## config.mk

```make
export PLATFORM = sky130hd
export DESIGN_NAME = mole_game_ctrl
export DESIGN_NICKNAME = d
export VERILOG_FILES = /design/src/rtl/mole_game_ctrl.sv
export SDC_FILE = /design/constraint.sdc
export NUM_CORES = 1
export LEC_CHECK = 0
export CORE_MARGIN = 10
export CORE_UTILIZATION = 45
export DETAILED_ROUTE_END_ITERATION = 8
export DONT_BUFFER_PORTS = 1
export PLACE_DENSITY = 0.71
export SYNTH_ARGS = -nofsm -noshare
export SYNTH_HDL_FRONTEND = slang
export SYNTH_SLANG_ARGS = --single-unit
```

## constraint.sdc

```tcl
create_clock -name clk -period 4.27 [get_ports clk]
set_clock_uncertainty 0.15 [all_clocks]
set_input_delay 0.854 -clock clk [delete_from_list [all_inputs] [get_ports clk]]
set_output_delay 0.854 -clock clk [all_outputs]
set_load 0.1 [all_outputs]
```

## src/rtl/mole_game_ctrl.sv

```systemverilog
// mole_game_ctrl: round timer, pseudo-random mole spawner/expiry and hit scorer; define MOLE_MISS_PENALTY_EN to penalise hits on empty holes
module mole_game_ctrl #(
  parameter int TICK_DIV   = 100_000_000,
  parameter int MOLE_LIFE  = 3,
  parameter int SPAWN_GAP  = 2,
  parameter int GAME_TICKS = 60
) (
  input  logic       clk,
  input  logic       rst,
  input  logic       start,
  input  logic       hit_valid,
  input  logic [3:0] hit_idx,
  output logic [8:0] map,
  output logic [3:0] score,
  output logic       playing,
  output logic       game_over
);
  localparam int DW = (TICK_DIV > 2) ? $clog2(TICK_DIV) : 1;
  typedef enum logic [1:0] {S_IDLE, S_PLAY, S_OVER} state_t;
  state_t          state_q, state_d;
  logic [DW-1:0]   div_q, div_d;
  logic [7:0]      rem_q, rem_d;
  logic [3:0]      spawn_q, spawn_d;
  logic [8:0][3:0] life_q, life_d;
  logic [8:0]      map_q, map_d;
  logic [3:0]      score_q, score_d;
  logic            playing_q, playing_d;
  logic            over_q, over_d;
  logic [15:0]     lfsr_q, lfsr_d;
  logic            tick, last_tick, spawn_now, hit_ok;
  logic [3:0]      cand;
  // Round control: tick divider, remaining ticks, spawn cadence and FSM
  always_comb begin
    state_d   = state_q;
    div_d     = div_q;
    rem_d     = rem_q;
    spawn_d   = spawn_q;
    lfsr_d    = {lfsr_q[0] ^ lfsr_q[2] ^ lfsr_q[3] ^ lfsr_q[5], lfsr_q[15:1]};
    tick      = (state_q == S_PLAY) && (div_q == DW'(TICK_DIV - 1));
    last_tick = tick && (rem_q == 8'd1);
    spawn_now = tick && (spawn_q == 4'd1);
    cand      = (lfsr_q[3:0] >= 4'd9) ? lfsr_q[3:0] - 4'd9 : lfsr_q[3:0];
    hit_ok    = (state_q == S_PLAY) && hit_valid && (hit_idx <= 4'd8);
    if (state_q != S_PLAY) begin
      if (start) begin
        state_d = S_PLAY;
        div_d   = '0;
        rem_d   = 8'(GAME_TICKS);
        spawn_d = 4'(SPAWN_GAP);
      end
    end else begin
      div_d = tick ? '0 : div_q + 1'b1;
      if (tick) begin
        rem_d   = rem_q - 8'd1;
        spawn_d = spawn_now ? 4'(SPAWN_GAP) : spawn_q - 4'd1;
      end
      if (last_tick) state_d = S_OVER;
    end
    playing_d = (state_d == S_PLAY);
    over_d    = (state_d == S_OVER);
  end
  // Hole board: expiry, spawn (judged on the pre-update map), hits and score
  always_comb begin
    map_d   = map_q;
    life_d  = life_q;
    score_d = score_q;
    if (state_q != S_PLAY) begin
      if (start) begin
        map_d   = '0;
        life_d  = '0;
        score_d = '0;
      end
    end else begin
      for (int i = 0; i < 9; i++) begin
        if (tick && map_q[i]) begin
          life_d[i] = life_q[i] - 4'd1;
          if (life_q[i] == 4'd1) map_d[i] = 1'b0;
        end
      end
      if (spawn_now && !map_q[cand]) begin
        map_d[cand]  = 1'b1;
        life_d[cand] = 4'(MOLE_LIFE);
      end
      if (hit_ok && map_q[hit_idx]) begin
        map_d[hit_idx]  = 1'b0;
        life_d[hit_idx] = '0;
        score_d         = (score_q == 4'd15) ? score_q : score_q + 4'd1;
      end
`ifdef MOLE_MISS_PENALTY_EN
      else if (hit_ok && score_q != 4'd0) begin
        score_d = score_q - 4'd1;
      end
`endif
      if (last_tick) map_d = '0;
    end
  end
  // State registers with asynchronous active-low reset
  always_ff @(posedge clk or negedge rst) begin
    if (!rst) begin
      state_q   <= S_IDLE;
      div_q     <= '0;
      rem_q     <= '0;
      spawn_q   <= '0;
      life_q    <= '0;
      map_q     <= '0;
      score_q   <= '0;
      playing_q <= 1'b0;
      over_q    <= 1'b0;
      lfsr_q    <= 16'hACE1;
    end else begin
      state_q   <= state_d;
      div_q     <= div_d;
      rem_q     <= rem_d;
      spawn_q   <= spawn_d;
      life_q    <= life_d;
      map_q     <= map_d;
      score_q   <= score_d;
      playing_q <= playing_d;
      over_q    <= over_d;
      lfsr_q    <= lfsr_d;
    end
  end
  assign map       = map_q;
  assign score     = score_q;
  assign playing   = playing_q;
  assign game_over = over_q;
endmodule

```

==> summary.md, run 1 <==
| Metric | Value |
|---|---|
| Clk sinks | `~110` |
| Crit Path Max Fanout | `15` |
| Area of the die | `19800 um2` |
| Clk pwr share | `0.382` |
| Critical Path RT | `around 4.4 ns` |
| Largest net degree at the start of global routing | `109` |
| Total congestion overflow | `0` |
| Setup crit start | `lfsr_q[0]` |
| EDFF count, synth | `0` |
| Detailed-route via count | `just under 6000` |
| Endpoints failing setup | `0` |
| Gpl congestion | `~0.96` |
| Async SR Flop Fraction | `1.00` |
| Slew headroom | `0.257` |
| Setup bufs post-CTS | `0` |
| Initial Util | `0.456` |
| Core footprint | `~14000 um2` |
| Post-synth top flop | `dfrtp_1` |
| Unrepaired setup endpoints after global routing | `no` |
| Worst r2r dst | `life_q[27]` |
| Sequential area share after synthesis | `0.413` |
| DRT Pass-1 Iters | `7` |
| Seq cells post-synth | `108` |
| Worst slew pin tran | `around 1.1 ns` |
| Register share of total power | `0.512` |
| Finished Layout Cells | `about 920` |
| Top area cells in the synthesized netlist | `dfrtp_1 38%, o21ai_0 7.2%, ha_1 4.9%` |
| CTS tree | `yes` |
| Post-Synthesis Net Count | `778` |
| DRC | `0` |
| Vias in the first global route | `5747` |
| Period utilization | `0.754` |
| TritonCTS buffer count | `9` |
| Leakage Power | `2.83 nW` |
| Vias per Instance | `between 6 and 7` |
| Slew Limit Fails | `0` |
| Ant diodes | `0` |
| Peak supply drop | `between 0.2 and 0.3 mV` |
| CTS clk-pin slew, worst paths | `0.08 ns` |
| Post-Syn Instances | `744` |
| Maximum Capacitance Violations | `0` |
| IO Pins | `23` |
| CP startpoint kind | `flip-flop` |
| # hold bufs at CTS | `0` |
| CP endpoint | `life_q[27]` |
| Post-synth top area share | `0.381` |
| Share of cells above drive strength 1 | `0.0816` |
| Worst EP arrival | `between 3 and 4 ns` |
| DIE WIDTH | `around 140 um` |
| Avg WL per Cell | `a little under 20 um` |
| Cells after DPL | `903` |
| CP Class | `flip-flop to flip-flop` |
| Net Sw Frac | `0.285` |
| Die Y | `141 um` |
| Top post-synthesis cells by count | `100 x dfrtp_1, 95 x o21ai_0, 66 x nand2_1, 45 x nand3_1, 40 x inv_1` |
| Combinational share of power | `0.105` |
| Synthesized cell area | `6570 um2` |
| Maximum clock rate | `310 MHz` |
| Final Hold Violating Endpoints | `0` |
| H-tree Lvls | `3` |
| Post-DP HPWL | `between 10 and 15 mm` |
| Sw Pwr | `around 0.68 mW` |
| Pwr Density | `335 nW/um2` |
| P&R area growth vs syn | `7.86%` |
| Count leader, synth | `dfrtp_1` |
| Fillers | `1324` |
| Status | `finished clean` |
| Reg2reg setup slack | `~1.0 ns` |
| Multi-input gate area | `3540 um2` |
| Cts repair resizes | `0` |
| RR Startpoint | `lfsr_q[0]` |
| Final net count | `764` |
| Initial DRC Count | `roughly 560` |
| Tot Pwr | `2.38 mW` |
| Initial antenna violation count | `0` |
| Clock Tree Root | `clkbuf_16` |
| First-pass GRT wire length | `a little under 30 mm` |
| Clock latency at the later pin of the worst-skew pair | `roughly 0.36 ns` |
| Register area | `2710 um2` |
| Setup TNS | `0 ns` |
| Port bufs | `0` |
| Row cnt | `44` |
| Setup crit end kind | `flip-flop` |
| Final wirelength | `approximately 18 mm` |
| Final Critical Period | `3.22 ns` |
| Clock buffer depth | `2` |
| Ys Warns | `0` |
| Largest area contributor in the netlist | `dfrtp_1` |
| Reg2reg path depth | `8` |
| Post-route ant nets | `0` |
| Gr usage total | `0.175` |
| Mean post-synth cell area | `8.83 um2` |
| Worst Hold Class | `primary input to asynchronous set/reset pin` |
| Library cells used by synthesis | `71` |
| Internal power | `approximately 1.7 mW` |
[how the worst min path moves through the flow]
| stage | from | endpoint | slack [ns] | depth (start not counted) |
|---|---|---|---|---|
| after CTS | rst | score[0] | 0.03 | 0 |
| final | rst | life_q[2] | 0.04 | 0 |
| after global routing | rst | life_q[0] | 0.02 | 0 |
| after floorplan | lfsr_q[4] | lfsr_q[3] | 0.18 | 0 |
| after global placement | lfsr_q[4] | lfsr_q[3] | 0.18 | 0 |
| after detailed placement | lfsr_q[9] | lfsr_q[8] | 0.18 | 0 |
[area by class of cell]
cell class,instances,share of cell area
multi-input combinational,552,0.499
sequential,108,0.383
clock buffer,11,0.0328
tap,184,0.0325
inverter,40,0.0212
timing repair buffer,19,0.0201
clock inverter,5,0.0120
[layout by cell type, fill, tap and decap left out, drive strengths merged, types with 4 or more instances in the layout]
| master | instances |
|---|---|
| nand2b | 8 |
| ha | 26 |
| o21ai | 98 |
| clkbuf | 11 |
| nand4b | 4 |
| xor2 | 10 |
| mux2 | 4 |
| inv | 41 |
| o311ai | 4 |
| a21oi | 25 |
| a32o | 8 |
| nor2b | 11 |
| and2 | 5 |
| nand4 | 22 |
| nor2 | 39 |
| nor4b | 4 |
| and3 | 14 |
| a21o | 4 |
| a22o | 10 |
| o21bai | 4 |
| nand3 | 45 |
| dfstp | 8 |
| nor4 | 8 |
| buf | 19 |
| nor3 | 25 |
| dfrtp | 100 |
| mux4 | 4 |
| o31ai | 12 |
| xnor2 | 7 |
| a31oi | 21 |
| and4 | 6 |
| nor3b | 5 |
| nand2 | 66 |
[critical path, stage by stage, from the launching register on]
cell,delay [ns]
dfstp_2,0.70
inv_1,0.13
ha_1,0.33
or3b_4,0.31
a21oi_1,0.11
or2_1,0.38
a221oi_4,0.43
nand4_1,0.24
a32o_2,0.33
[registers in the layout, indices dropped and copies added (netlist names)]
register   count
life_q        36
lfsr_q        16
state_q        2
map            9
score          4
spawn_q        4
rem_q          8
game_over      1
playing        1
div_q         27
[stage by stage]
stage	hold slack (ns)	utilization	worst slack (ns)	cell area [um2]
after floorplan	0.181	-	1.21	6570
final	0.0373	0.491	1.05	7090
after global placement	0.183	0.469	1.29	6770
after global routing	0.0241	0.491	0.872	7090
after CTS	0.0270	0.491	1.12	7090
after detailed placement	0.185	0.469	1.12	6770
[kinds of logic (layout without fill, tap and decap cells)]
group	count (synthesis)	count (layout)	synth area share
flops	108	108	0.413
buf+inv	84	75	0.0510
xor+xnor	17	17	0.0227
mux	10	10	0.0236
fa+ha+maj	26	26	0.0495
simple gates	278	278	0.224
compound gates	221	221	0.216
[power by group through the flow]
stage	combinational, mW	sequential [mW]	clock [mW]
after floorplan	0.159	1.26	0
after global placement	0.239	1.23	0
after detailed placement	0.251	1.23	0
after CTS	0.251	1.21	0.927
after global routing	0.278	1.23	0.965
final	0.251	1.22	0.908
[layer usage]
layer,global-route usage,up-vias,share of wire
li1,-,2719,-
met5,0,-,0
met1,0.211,2925,0.43
met2,0.298,200,0.49
met3,0.0359,35,0.058
met4,0.0723,0,0.024
(Power assumes the default switching activity.)
==> inputs of run 2 (changes only) <==
- clock period: 4.27 -> 3.35 ns (I/O delays scaled with it)
==> summary.md, run 2 (synthesized netlist as in run 1, its figures left out) <==
| Metric | Value |
|---|---|
| GR peak layer | `met2` |
| CP startpoint kind | `flip-flop` |
| Row cnt | `44 (unchanged)` |
| Unrepaired setup endpoints after global routing | `no` |
| Met3 Use GR | `0.0373 (+0.00134)` |
| Total congestion overflow | `0 (unchanged)` |
| Clock buffer depth | `2 (unchanged)` |
| Clock Tree Root | `clkbuf_16` |
| H-tree Lvls | `3 (unchanged)` |
| CTS clk-pin slew, worst paths | `0.08 ns (about the same)` |
| Worst Hold Class | `primary input to asynchronous set/reset pin` |
| Core footprint | `14400 um2 (unchanged)` |
| Critical Path RT | `3.45 ns (-0.92 ns)` |
| Crit Path Max Fanout | `14 (-1)` |
| DRC | `0 (unchanged)` |
| Share of cells above drive strength 1 | `0.0965 (+0.0149)` |
| DIE WIDTH | `141 um (unchanged)` |
| Final Hold Violating Endpoints | `0 (unchanged)` |
| Setup bufs post-CTS | `0 (unchanged)` |
| Largest net degree at the start of global routing | `101 (-7.3%)` |
| TritonCTS buffer count | `9 (unchanged)` |
| Slew headroom | `0.263 (+0.00617)` |
| # hold bufs at CTS | `2 (+2)` |
| DP Area | `6840 um2 (+1.0%)` |
| Largest regs | `life_q x36, div_q x27, lfsr_q x16` |
| Maximum clock rate | `327 MHz (+5.3%)` |
| Maximum Capacitance Violations | `0 (unchanged)` |
| Final wirelength | `17.2 mm (-2.5%)` |
| Vias in the first global route | `5611 (-2.4%)` |
| Avg WL per Cell | `18.5 um (-3.7%)` |
| Die Y | `141 um (unchanged)` |
| CTS tree | `yes` |
| Clock latency at the later pin of the worst-skew pair | `0.36 ns (about the same)` |
| Initial antenna violation count | `0 (unchanged)` |
| Cts repair resizes | `0 (unchanged)` |
| P&R area growth vs syn | `9.21%` |
| Register with the most flip-flops | `life_q` |
| Worst EP arrival | `3.16 ns (-0.16 ns)` |
| Post-route ant nets | `0 (unchanged)` |
| DRT Pass-1 Iters | `6 (-1)` |
| Gpl congestion | `0.870 (-9.3%)` |
| Status | `finished clean` |
| CP Class | `flip-flop to flip-flop` |
| Setup TNS | `0 ns (unchanged)` |
| Gr usage total | `0.174 (-0.00105)` |
| Post-DP HPWL | `12.1 mm (-0.17%)` |
| Ant diodes | `0 (unchanged)` |
| Leakage Power | `2.88 nW (+2.0%)` |
| Initial DRC Count | `475 (-14%)` |
| Clk sinks | `108 (unchanged)` |
| Vias per Instance | `6.25 (-2.3%)` |
| Slew Limit Fails | `0 (unchanged)` |
| Initial Util | `0.456 (unchanged)` |
| Detailed-route via count | `5810 (-1.2%)` |
| Port bufs | `0 (unchanged)` |
| Period utilization | `0.913 (+0.159)` |
| Area of the die | `19800 um2 (unchanged)` |
| Pwr Density | `417 nW/um2 (+24%)` |
| GRT met2 Usage | `0.286 (-0.0113)` |
| GRT met1 Usage | `0.218 (+0.00748)` |
| Endpoints failing setup | `0 (unchanged)` |
| First-pass GRT wire length | `28.6 mm (-0.79%)` |
| Most frequent cells in the layout | `100 x dfrtp_1, 95 x o21ai_0, 66 x nand2_1` |
| Final net count | `775 (+1.4%)` |
| Final Critical Period | `3.06 ns (-0.162 ns)` |
| Worst slew pin tran | `1.10 ns (-0.00923 ns)` |
| Max reg flops | `36 (unchanged)` |
| Final instance area | `7180 um2 (+1.3%)` |
| Commonest non-fill, non-tap cell in the layout | `dfrtp_1` |
| Setup crit end kind | `flip-flop` |
| IO Pins | `23 (unchanged)` |
| Peak supply drop | `0.314 mV (+18%)` |
## run 2: layout make-up
class,count,area [um2]
clock buffer,9,225
clock inverter,7,76.3
fill,1326,7250
inverter,40,150
multi-input combinational,552,3540
sequential,108,2710
tap,184,230
timing repair buffer,30,248
## run 2: worst paths after layout
| path | cells past startpoint | startpoint | endpoint | slack [ns] |
|---|---|---|---|---|
| worst max-delay path | 8 | lfsr_q[0] | life_q[31] | 0.29 |
| worst min-delay path | 1 | rst | spawn_q[2] | 0.07 |
| worst max register to register | 8 | lfsr_q[0] | life_q[31] | 0.29 |
| worst min register to register | 0 | lfsr_q[4] | lfsr_q[3] | 0.20 |
| max in group asynchronous | 1 | rst | lfsr_q[13] | 2.11 |
| min in group clk | 0 | lfsr_q[4] | lfsr_q[3] | 0.20 |
## run 2: per-layer routing
metal	vias to the layer above	routed length (um)
li1	2743	-
met1	2856	7500
met2	172	8410
met3	39	885
met4	0	400
met5	-	0
## run 2: per-stage QoR
stage	cells	hold WS (ns)	total power, mW	util	setup slack, ns
floorplan	744	0.181	1.81	-	0.290
global placement	912	0.182	1.88	0.474	0.424
detailed placement	912	0.186	1.90	0.474	0.350
CTS	930	0.106	3.02	0.498	0.329
global route	930	0.117	3.12	0.498	0.121
finish	930	0.0672	2.99	0.498	0.291
## run 2: critical path, cell delays in order (launching register included)
cell      delay [ns]
dfstp_2         0.37
buf_4           0.18
ha_1            0.28
or3b_4          0.43
and3_4          0.20
or2_1           0.31
a221oi_4        0.44
nand4_1         0.25
a32o_1          0.33
## run 2: where the power goes
part           switching [mW]  internal (mW)  total (mW)  leakage (nW)
registers               0.109           1.39        1.50          1.40
logic                   0.280          0.124       0.404          1.33
clock network           0.553          0.534        1.09         0.149
